## src/rtl/stream_rescale_pkg.sv

```systemverilog
// rtl/stream_rescale_pkg.sv - shared types and round-robin helper for the rescaler arbiter
//
// Contents:
//   arb_state_t  arbiter FSM encoding (idle / packet granted)
//   RR_MAX_SRC   widest request vector rr_pick accepts
//   rr_pick      first set request at or after ptr, wrapping at n_src
package stream_rescale_pkg;

    typedef enum logic {
        ARB_IDLE  = 1'b0,
        ARB_GRANT = 1'b1
    } arb_state_t;

    localparam int RR_MAX_SRC = 32;

    // Searches ptr, ptr+1, ... wrapping at n_src. The loop is bounded by a
    // constant so it unrolls in synthesis; slots at or beyond n_src are skipped.
    // Returns ptr when nothing is requesting (callers gate on |req).
    function automatic int rr_pick(input logic [RR_MAX_SRC-1:0] req,
                                   input int                    ptr,
                                   input int                    n_src);
        int   pick;
        int   idx;
        logic found;
        pick  = ptr;
        found = 1'b0;
        for (int k = 0; k < RR_MAX_SRC; k++) begin
            if (k < n_src) begin
                idx = ptr + k;
                if (idx >= n_src) begin
                    idx = idx - n_src;
                end
                if (!found && req[idx[4:0]]) begin
                    pick  = idx;
                    found = 1'b1;
                end
            end
        end
        return pick;
    endfunction

endpackage

```

## src/rtl/stream_reg_slice.sv

```systemverilog
// rtl/stream_reg_slice.sv - one-deep registered stream slice with data/keep/last/user
//
// Ports:
//   clk, rst_n                       clock, asynchronous active-low reset
//   i_s_tdata/tkeep/tlast/tuser      upstream beat
//   i_s_tvalid, o_s_tready           upstream handshake
//   o_m_tdata/tkeep/tlast/tuser      registered beat
//   o_m_tvalid, i_m_tready           downstream handshake
module stream_reg_slice #(
    parameter int DATA_W = 64,
    parameter int KEEP_W = 8,
    parameter int USER_W = 2
) (
    input  logic              clk,
    input  logic              rst_n,
    input  logic [DATA_W-1:0] i_s_tdata,
    input  logic [KEEP_W-1:0] i_s_tkeep,
    input  logic              i_s_tlast,
    input  logic [USER_W-1:0] i_s_tuser,
    input  logic              i_s_tvalid,
    output logic              o_s_tready,
    output logic [DATA_W-1:0] o_m_tdata,
    output logic [KEEP_W-1:0] o_m_tkeep,
    output logic              o_m_tlast,
    output logic [USER_W-1:0] o_m_tuser,
    output logic              o_m_tvalid,
    input  logic              i_m_tready
);

    logic [DATA_W-1:0] r_data;
    logic [KEEP_W-1:0] r_keep;
    logic              r_last;
    logic [USER_W-1:0] r_user;
    logic              r_valid;
    logic              w_load;

    // The register can take a beat when empty or when its current beat
    // leaves this cycle, so back-to-back streaming has no bubble.
    assign o_s_tready = !r_valid || i_m_tready;
    assign w_load     = i_s_tvalid && o_s_tready;

    always_ff @(posedge clk or negedge rst_n) begin
        if (!rst_n) begin
            r_data  <= '0;
            r_keep  <= '0;
            r_last  <= 1'b0;
            r_user  <= '0;
            r_valid <= 1'b0;
        end else if (w_load) begin
            r_data  <= i_s_tdata;
            r_keep  <= i_s_tkeep;
            r_last  <= i_s_tlast;
            r_user  <= i_s_tuser;
            r_valid <= 1'b1;
        end else if (i_m_tready) begin
            r_valid <= 1'b0;
        end
    end

    assign o_m_tdata  = r_data;
    assign o_m_tkeep  = r_keep;
    assign o_m_tlast  = r_last;
    assign o_m_tuser  = r_user;
    assign o_m_tvalid = r_valid;

endmodule

```

## src/rtl/stream_rescale_arbiter.sv

```systemverilog
// rtl/stream_rescale_arbiter.sv - packet-level round-robin arbiter feeding one stream_rescale slave port
//
// Ports:
//   clk, rst_n     clock, asynchronous active-low reset
//   s_data_in      per-source lane data          s_keep_in   per-source lane mask
//   s_last_in      per-source end of packet      s_valid_in  per-source beat valid
//   s_ready_out    per-source beat accept
//   m_data_out/m_keep_out/m_last_out/m_valid_out  registered beat to rescaler
//   m_ready_in     rescaler ready
//   m_src_out      source owning the beat in the output register
//   busy_out       a packet grant is open
module stream_rescale_arbiter
    import stream_rescale_pkg::*;
#(
    parameter  int N_SRC        = 4,
    parameter  int T_DATA_WIDTH = 8,
    parameter  int KEEP_WIDTH   = 8,
    localparam int SRC_W        = $clog2(N_SRC)
) (
    input  logic                                              clk,
    input  logic                                              rst_n,
    input  logic [N_SRC-1:0][KEEP_WIDTH-1:0][T_DATA_WIDTH-1:0] s_data_in,
    input  logic [N_SRC-1:0][KEEP_WIDTH-1:0]                   s_keep_in,
    input  logic [N_SRC-1:0]                                   s_last_in,
    input  logic [N_SRC-1:0]                                   s_valid_in,
    output logic [N_SRC-1:0]                                   s_ready_out,
    output logic [KEEP_WIDTH-1:0][T_DATA_WIDTH-1:0]            m_data_out,
    output logic [KEEP_WIDTH-1:0]                              m_keep_out,
    output logic                                               m_last_out,
    output logic                                               m_valid_out,
    input  logic                                               m_ready_in,
    output logic [SRC_W-1:0]                                   m_src_out,
    output logic                                               busy_out
);

    localparam int  DATA_W   = KEEP_WIDTH * T_DATA_WIDTH;
    localparam logic ST_IDLE  = ARB_IDLE;
    localparam logic ST_GRANT = ARB_GRANT;

    logic             r_state;
    logic [SRC_W-1:0] r_rr_ptr;
    logic [SRC_W-1:0] r_grant;

    logic [SRC_W-1:0]      w_pick;
    logic [SRC_W-1:0]      w_pick_next;
    logic                  w_any_req;
    logic                  w_slot_free;
    logic                  w_accept;
    logic                  w_load;
    logic [DATA_W-1:0]     w_beat_data;
    logic [KEEP_WIDTH-1:0] w_beat_keep;
    logic                  w_beat_last;
    logic [DATA_W-1:0]     w_out_data;

    assign w_any_req   = |s_valid_in;
    assign w_pick      = SRC_W'(rr_pick(32'(s_valid_in), int'(r_rr_ptr), N_SRC));
    assign w_pick_next = (w_pick == SRC_W'(N_SRC - 1)) ? '0 : w_pick + SRC_W'(1);

    assign w_beat_data = s_data_in[r_grant];
    assign w_beat_keep = s_keep_in[r_grant];
    assign w_beat_last = s_last_in[r_grant];

    assign w_accept = (r_state == ST_GRANT) && s_valid_in[r_grant] && w_slot_free;

    // An empty non-last beat carries nothing for the rescaler, so it is
    // consumed without loading the register. An empty last beat still goes
    // through so the packet boundary reaches downstream.
    assign w_load = w_accept && ((|w_beat_keep) || w_beat_last);

    always_comb begin
        s_ready_out = '0;
        if (r_state == ST_GRANT) begin
            s_ready_out[r_grant] = w_slot_free;
        end
    end

    always_ff @(posedge clk or negedge rst_n) begin
        if (!rst_n) begin
            r_state  <= ST_IDLE;
            r_rr_ptr <= '0;
            r_grant  <= '0;
        end else begin
            case (r_state)
                ST_IDLE: begin
                    if (w_any_req) begin
                        r_grant  <= w_pick;
                        r_rr_ptr <= w_pick_next;
                        r_state  <= ST_GRANT;
                    end
                end
                default: begin
                    if (w_accept && w_beat_last) begin
                        r_state <= ST_IDLE;
                    end
                end
            endcase
        end
    end

    assign busy_out = (r_state == ST_GRANT);

    stream_reg_slice #(
        .DATA_W (DATA_W),
        .KEEP_W (KEEP_WIDTH),
        .USER_W (SRC_W)
    ) u_out_slice (
        .clk        (clk),
        .rst_n      (rst_n),
        .i_s_tdata  (w_beat_data),
        .i_s_tkeep  (w_beat_keep),
        .i_s_tlast  (w_beat_last),
        .i_s_tuser  (r_grant),
        .i_s_tvalid (w_load),
        .o_s_tready (w_slot_free),
        .o_m_tdata  (w_out_data),
        .o_m_tkeep  (m_keep_out),
        .o_m_tlast  (m_last_out),
        .o_m_tuser  (m_src_out),
        .o_m_tvalid (m_valid_out),
        .i_m_tready (m_ready_in)
    );

    assign m_data_out = w_out_data;

endmodule
```

## config.mk

```make
export PLATFORM = sky130hd
export DESIGN_NAME = stream_rescale_arbiter
export DESIGN_NICKNAME = d
export VERILOG_FILES = /design/src/rtl/stream_rescale_pkg.sv /design/src/rtl/stream_reg_slice.sv /design/src/rtl/stream_rescale_arbiter.sv
export SDC_FILE = /design/constraint.sdc
export NUM_CORES = 1
export LEC_CHECK = 0
export CAP_MARGIN = 20
export CORE_AREA = 2 2 148 150
export CTS_BUF_LIST = sky130_fd_sc_hd__clkbuf_8
export DETAILED_ROUTE_END_ITERATION = 8
export DIE_AREA = 0 0 150 152
export GPL_ROUTABILITY_DRIVEN = 1
export PLACE_DENSITY = 0.58
export SYNTH_ARGS = -nofsm -noshare
export SYNTH_HDL_FRONTEND = slang
export SYNTH_SLANG_ARGS = --single-unit
```

## constraint.sdc

```tcl
create_clock -name clk -period 3.2 [get_ports clk]
set_input_delay 0.48 -clock clk [delete_from_list [all_inputs] [get_ports clk]]
set_output_delay 0.48 -clock clk [all_outputs]
set_load 0.02 [all_outputs]
```

-- Yosys cells after proc, flatten, opt, wreduce, memory -nomap -nowiden
Index checks and enable logic that the tools add are counted.
- register bits after elaboration: 81
- output and inout bits: 81
- bits in writable memories: 0
- memories: 0
- input port bits: 299
- word-level logic and storage cells: 84
- bits in latches: 0
- memory bits (read-only): 0
- $mul: 0
- div/mod/pow operators: 0
- $lt $le $gt $ge: 10
- multiplexer cells: 36
- reductions and logical operators: 19
- bitwise operators: 2
- equality and inequality tests: 1
- $add $sub $neg: 8
- shift operators: 0
- operators by type and width (kind ; number):
    binary-select mux 64 bit (select 2 bit) ; 1
    2-to-1 mux 64 bit ; 1
    less-than comparator 5 x 6 -> 1 bit (second input constant) ; 4
    binary-select mux 1 bit (select 5 bit) ; 4
    2-to-1 mux 5 bit ; 4
    binary-select mux 8 bit (select 2 bit) ; 1
    2-to-1 mux 1 bit ; 15
    subtractor 3 x 3 -> 4 bit (second input constant) ; 3
    2-to-1 mux 2 bit ; 5
    >= comparator 3 bit (second input constant) ; 3
    logical AND 1 bit ; 9
    2-to-1 mux 8 bit ; 1
    OR reduction 8 bit ; 1
    adder 2 x 2 -> 3 bit (second input constant) ; 2
    AND 4 bit ; 1
    binary-select mux 1 bit (select 2 bit) ; 2
    zero test 1 bit ; 4
    2-to-1 mux 4 bit ; 1
    OR reduction 4 bit ; 1
    subtractor 2 x 3 -> 4 bit (second input constant) ; 1
    adder 2 x 1 -> 3 bit (second input constant) ; 1
    >= comparator 2 x 3 -> 1 bit (second input constant) ; 1
    less-than comparator 2 x 3 -> 1 bit (second input constant) ; 1
    adder 2 x 1 -> 2 bit (second input constant) ; 1
    7 further kinds ; 8

-- Longest topological paths before layout
Gate-level depths: netlist (run 1).
- depth after elaboration: 16
- depth in mapped cells: 9
- mapped depth without buffers: 8

-- By module
A second synthesis (run 1) with hierarchy kept.
- cell total of the unflattened synthesis: 322
- area total of the unflattened synthesis: 5429.0 µm²
- by module, submodules not included (module ; times used ; seq. area each (µm²) ; area an instance (µm²) ; cells an instance):
    stream_reg_slice ; 1 ; 1901.8 ; 3090.5 ; 162
    stream_rescale_arbiter ; 1 ; 125.1 ; 2338.5 ; 160

-- Worst setup path after synthesis (run 1)
No wires, ideal clock.
- kind: register to register
- start point: reg r_rr_ptr[0]
- end point: reg r_rr_ptr[1]
- arrival: 2.402 ns
- library setup time: 0.090 ns
- required time: 3.110 ns
- period minus slack after synthesis: 2.492 ns
- path slack: 0.708 ns
- path buffers: 1
- stages on the path, launching flop included: 8
- cells stage by stage: dfrtp_1 > buf_2 > mux4_2 > a2111oi_2 > o311ai_1 > and3_1 > or4_1 > o221ai_1
- longest elaborated chain between the ends: 16
- elaborated cells on any way between the ends: 39
- those cells by class: add/sub: 8; order compare: 4; eq/ne: 1; mux: 20; reduce/logical: 6
- ends and longest elaborated chain (what ; line ; text):
    start: declaration ; stream_rescale_arbiter.sv:41 ; logic [SRC_W-1:0] r_rr_ptr;
    start signal: assignment ; stream_rescale_arbiter.sv:87 ; r_rr_ptr <= w_pick_next;
    parallel branches: the longest is 13 deep, another holds subtractor 3 x 3 -> 4 bit ; -- ;
    2-to-1 mux 2 bit (*) ; stream_rescale_pkg.sv:33 ; if (!found && req[idx[4:0]]) begin
    adder 2 x 1 -> 2 bit or == test 2 bit (tied branches) ; stream_rescale_arbiter.sv:57 ; assign w_pick_next = (w_pick == SRC_W'(N_SRC - 1)) ? '0 : w_pick + SRC_W'(1);
    2-to-1 mux 2 bit (*) ; stream_rescale_arbiter.sv:57 ;
Mark *: on every way between the ends. The select of a mux whose other input is x is not followed.
A chain may end at the register's enable or synchronous reset.

-- Worst setup path in the final report (run 1)
- start point: reg r_grant[0]
- end point: reg u_out_slice.r_data[43] (netlist: u_out_slice.o_m_tdata[43])
- longest elaborated chain between the ends: 6
- elaborated cells on any way between the ends: 14
- those cells by class: mux: 8; reduce/logical: 6
- ends and longest elaborated chain (what ; line ; text):
    start: declaration ; stream_rescale_arbiter.sv:42 ; logic [SRC_W-1:0] r_grant;
    start signal: assignment ; stream_rescale_arbiter.sv:86 ; r_grant <= w_pick;
    binary-select mux 8 bit (select 2 bit) or binary-select mux 1 bit (select 2 bit) (tied branches) ; stream_rescale_arbiter.sv:60, stream_rescale_arbiter.sv:63 ;
    2-to-1 mux 8 bit (implied by the code) or 2-to-1 mux 1 bit (tied branches) ; stream_rescale_arbiter.sv:60, stream_rescale_arbiter.sv:63 ;
    OR reduction 8 bit or logical AND 1 bit (tied branches) ; stream_rescale_arbiter.sv:68, stream_rescale_arbiter.sv:63 ;
    logical OR 1 bit or logical AND 1 bit (tied branches) ; stream_rescale_arbiter.sv:68, stream_rescale_arbiter.sv:63 ;
    logical AND 1 bit ; stream_rescale_arbiter.sv:68 ; assign w_load = w_accept && ((|w_beat_keep) || w_beat_last);
    logical AND 1 bit ; stream_reg_slice.sv:40 ; assign w_load = i_s_tvalid && o_s_tready;
    end signal: assignment ; stream_reg_slice.sv:50 ; r_data <= i_s_tdata;
    end: declaration ; stream_reg_slice.sv:30 ; logic [DATA_W-1:0] r_data;
Parallel ways exist; a longest one is shown, timed or not. The select of a mux whose other input is x is not followed.

==> results of run 1 <==
-- routing by layer --
metal,track usage,share of wire,vias up,routed length (um)
li1,-,-,2041,-
met1,0.1909,0.38,2234,7360
met2,0.3038,0.52,235,10190
met3,0.05465,0.090,18,1757
met4,0.04358,0.015,0,291
met5,0,0,-,0
-- final cells by class --
cell class | instances | area, um2 | share of cell area
timing repair buffer | 394 | 3941 | 0.4116
multi-input combinational | 201 | 3035 | 0.3170
sequential | 81 | 2034 | 0.2125
tap | 280 | 350.3 | 0.03659
clock buffer | 9 | 123.9 | 0.01294
clock inverter | 6 | 60.06 | 0.006272
inverter | 8 | 30.03 | 0.003136
-- layout by cell type (no fill, tap or decap), types with 2 or more instances in the layout --
cell type        count
mux2_2              38
inv_1                8
nand2_1              8
nor2_1               3
mux2_4              36
clkdlybuf4s50_1    378
clkbuf_8             9
dfrtp_4              2
mux4_2              76
nor3b_1              2
dfrtp_1             79
nor3_1               3
o221ai_1             2
o21ai_0              6
buf_4               13
and3_1               2
nor4_1               2
mux2i_1              2
clkinvlp_4           2
a21o_1               2
clkinv_2             3
ha_1                 4
buf_12               3
-- kinds of logic after synthesis --
group | after synthesis | synth area share
simple gates | 25 | 0.02508
flops | 81 | 0.3869
compound gates | 20 | 0.02914
fa+ha+maj | 4 | 0.009554
mux | 152 | 0.5154
buf+inv | 35 | 0.03391
-- state kept, by name, summed over array words and instances, names as in the netlist --
name and count:
busy_out 1, u_out_slice.o_m_tlast 1, u_out_slice.o_m_tuser 2, u_out_slice.o_m_tkeep 8, r_rr_ptr 2, u_out_slice.o_m_tdata 64
r_grant 2, u_out_slice.o_m_tvalid 1
-- synthesized netlist by cell type --
library cell  number
mux2i_1            2
buf_1              8
clkbuf_1           9
and4_1             1
and3_1             2
and2_0             1
mux2_4            36
nor4_1             2
dfrtp_1           81
buf_2              4
mux4_2            76
buf_4              1
nor3_1             3
mux2_2            38
o311a_1            1
o311ai_1           1
o21a_1             1
a2bb2oi_1          1
or2_2              1
nor2_1             3
o211ai_1           1
buf_6              5
nor2b_1            1
a21o_1             2
nand2_1            8
nor3b_1            2
o31ai_1            1
ha_1               4
or4_1              1
a221oi_1           1
o41a_1             1
a21oi_1            1
o221ai_1           2
a2111oi_2          1
o21ai_0            6
inv_1              8
-- report_power, final --
group	total (mW)	internal (mW)	switching (mW)
Sequential	1.97	1.59	0.384
Combinational	5.62	3.25	2.37
Clock	0.726	0.352	0.374
Total	8.32	5.19	3.13
-- worst paths after layout --
path,cells past startpoint,endpoint,start
max in group asynchronous,2,u_out_slice.o_m_tdata[6]$_DFFE_PN0P_,rst_n
worst max register to register,7,u_out_slice.o_m_tdata[43]$_DFFE_PN0P_,r_grant[0]$_DFFE_PN0P_
min in group clk,1,u_out_slice.o_m_tdata[37]$_DFFE_PN0P_,u_out_slice.o_m_tdata[37]$_DFFE_PN0P_
worst min-delay path,1,u_out_slice.o_m_tdata[48]$_DFFE_PN0P_,rst_n
worst min register to register,1,u_out_slice.o_m_tdata[37]$_DFFE_PN0P_,u_out_slice.o_m_tdata[37]$_DFFE_PN0P_
worst max-delay path,7,u_out_slice.o_m_tdata[43]$_DFFE_PN0P_,r_grant[0]$_DFFE_PN0P_
==> flow_metrics.tcl, run 1 <==
set metrics [dict create \
    stdcell_area_um2 9575 \
    cp_top_family "multiplexers" \
    hpwl_mm 16.23 \
    tightestPinTransition_ps 578.5 \
    dr.pass1.iters 6 \
    slowest_delay_ps 580 \
    netlist_top_cells_area "dfrtp_1, mux4_2, mux2_4, mux2_2, buf_6" \
    place_ws_ps -157.6 \
    drc 0 \
    finClkSkew_ps 8.583 \
    die_w_um 150 \
    viasPerCell 4.625 \
    cp.required_ps 3440 \
    final_core_util 0.4485 \
    path_class "flip-flop to flip-flop" \
    start_util 0.2454 \
    ys_ff_latch 81 \
    grt_overflow 0 \
    clk_latency_ps 360 \
    drv_slew 0 \
    cts_sinks 81 \
    start_kind "flip-flop" \
    cts_resized 0 \
    drv_cap 0 \
    power_leakage_nw 3.678 \
    path_clk_slew_ps 80 \
    place_area_um2 9392 \
    hold_viol 0 \
    fin_nets 998 \
    drtAntennaViolNets 0 \
    numCtsBuffers 9 \
    whs_ps 103.9 \
    setup_viol 0 \
    grt_pass1_wl_mm 29.13 \
    hold_path_class "primary input to asynchronous set/reset pin" \
    clock_path_buffers 2 \
    outcome "complete, no violations" \
    arrival_ps 3220 \
    syn-instance-count 317 \
    yosys_warnings 0 \
    end_kind "flip-flop" \
    rrSetupSlack_ps 220 \
    postCtsHoldBufs 0 \
    powerDensity_nw_per_um2 868.7 \
    finalCritPeriodShare 0.9311 \
    fp.dieH_um 152 \
    fillers 1967 \
    setup_slack_ps 220.5 \
    crit_slowest_cell "mux4_2" \
    cp_cell_sequence "mux4_2 -> nor4_1 -> buf_4 -> nand2_1 -> o41a_2 -> buf_12 -> mux2_4" \
    routedWlPerCell_um 20.02 \
    diodes 0 \
    max_clock_freq_ghz 0.3356 \
    design.core.area_um2 21350 \
    grt_pass1_vias 5173 \
    cts-root-buf "clkbuf_8" \
    cts_htree_levels 3 \
    ys_seq_area_frac 0.3869 \
    first_iter_violations 132 \
    die-area_um2 22800 \
    min_period_ps 2979 \
    io_pins 380 \
    crit_buf_inv 2 \
    yosys.area.top_type "dfrtp_1" \
    io_buffers 379 \
    synth_area_um2 5239 \
    drt-total-wl_mm 19.60 \
    gp_routability_congestion 0.8075 \
    rows 54 \
    drive_above_1_share 0.2661 \
    grt_antenna_before_repair 0 \
    final_cells 979 \
    setup_tns_ps 0 \
    post-cts-setup-buffer-count 0 \
    cts_tree "done" \
    synth.top_cell.area_share 0.3869 \
    synth.avg_cell_area_um2 16.53 \
    rsz0062_at_grt "false" \
    grt_max_degree 44 \
    grt_use_total 0.1688 \
    syn-num-nets 620 \
    dp_cells 964 \
    critPathMaxFanout 32 \
    ys_types 36 \
    num_vias 4528 \
    area_delta_synth_final_pct 82.78 \
    finalPower_mw 8.319 \
    vdd_drop_max_mv 0.3368 \
    maxSlewHeadroom 0.6143 \
]
No activity file was read; power rests on OpenSTA's default activity.
==> inputs of run 2 (changes only) <==
ABC_CLOCK_PERIOD_IN_PS = 3200   (was unset)
==> results of run 2 <==
No change in the layout: final DEF, timing and power equal those of run 1.
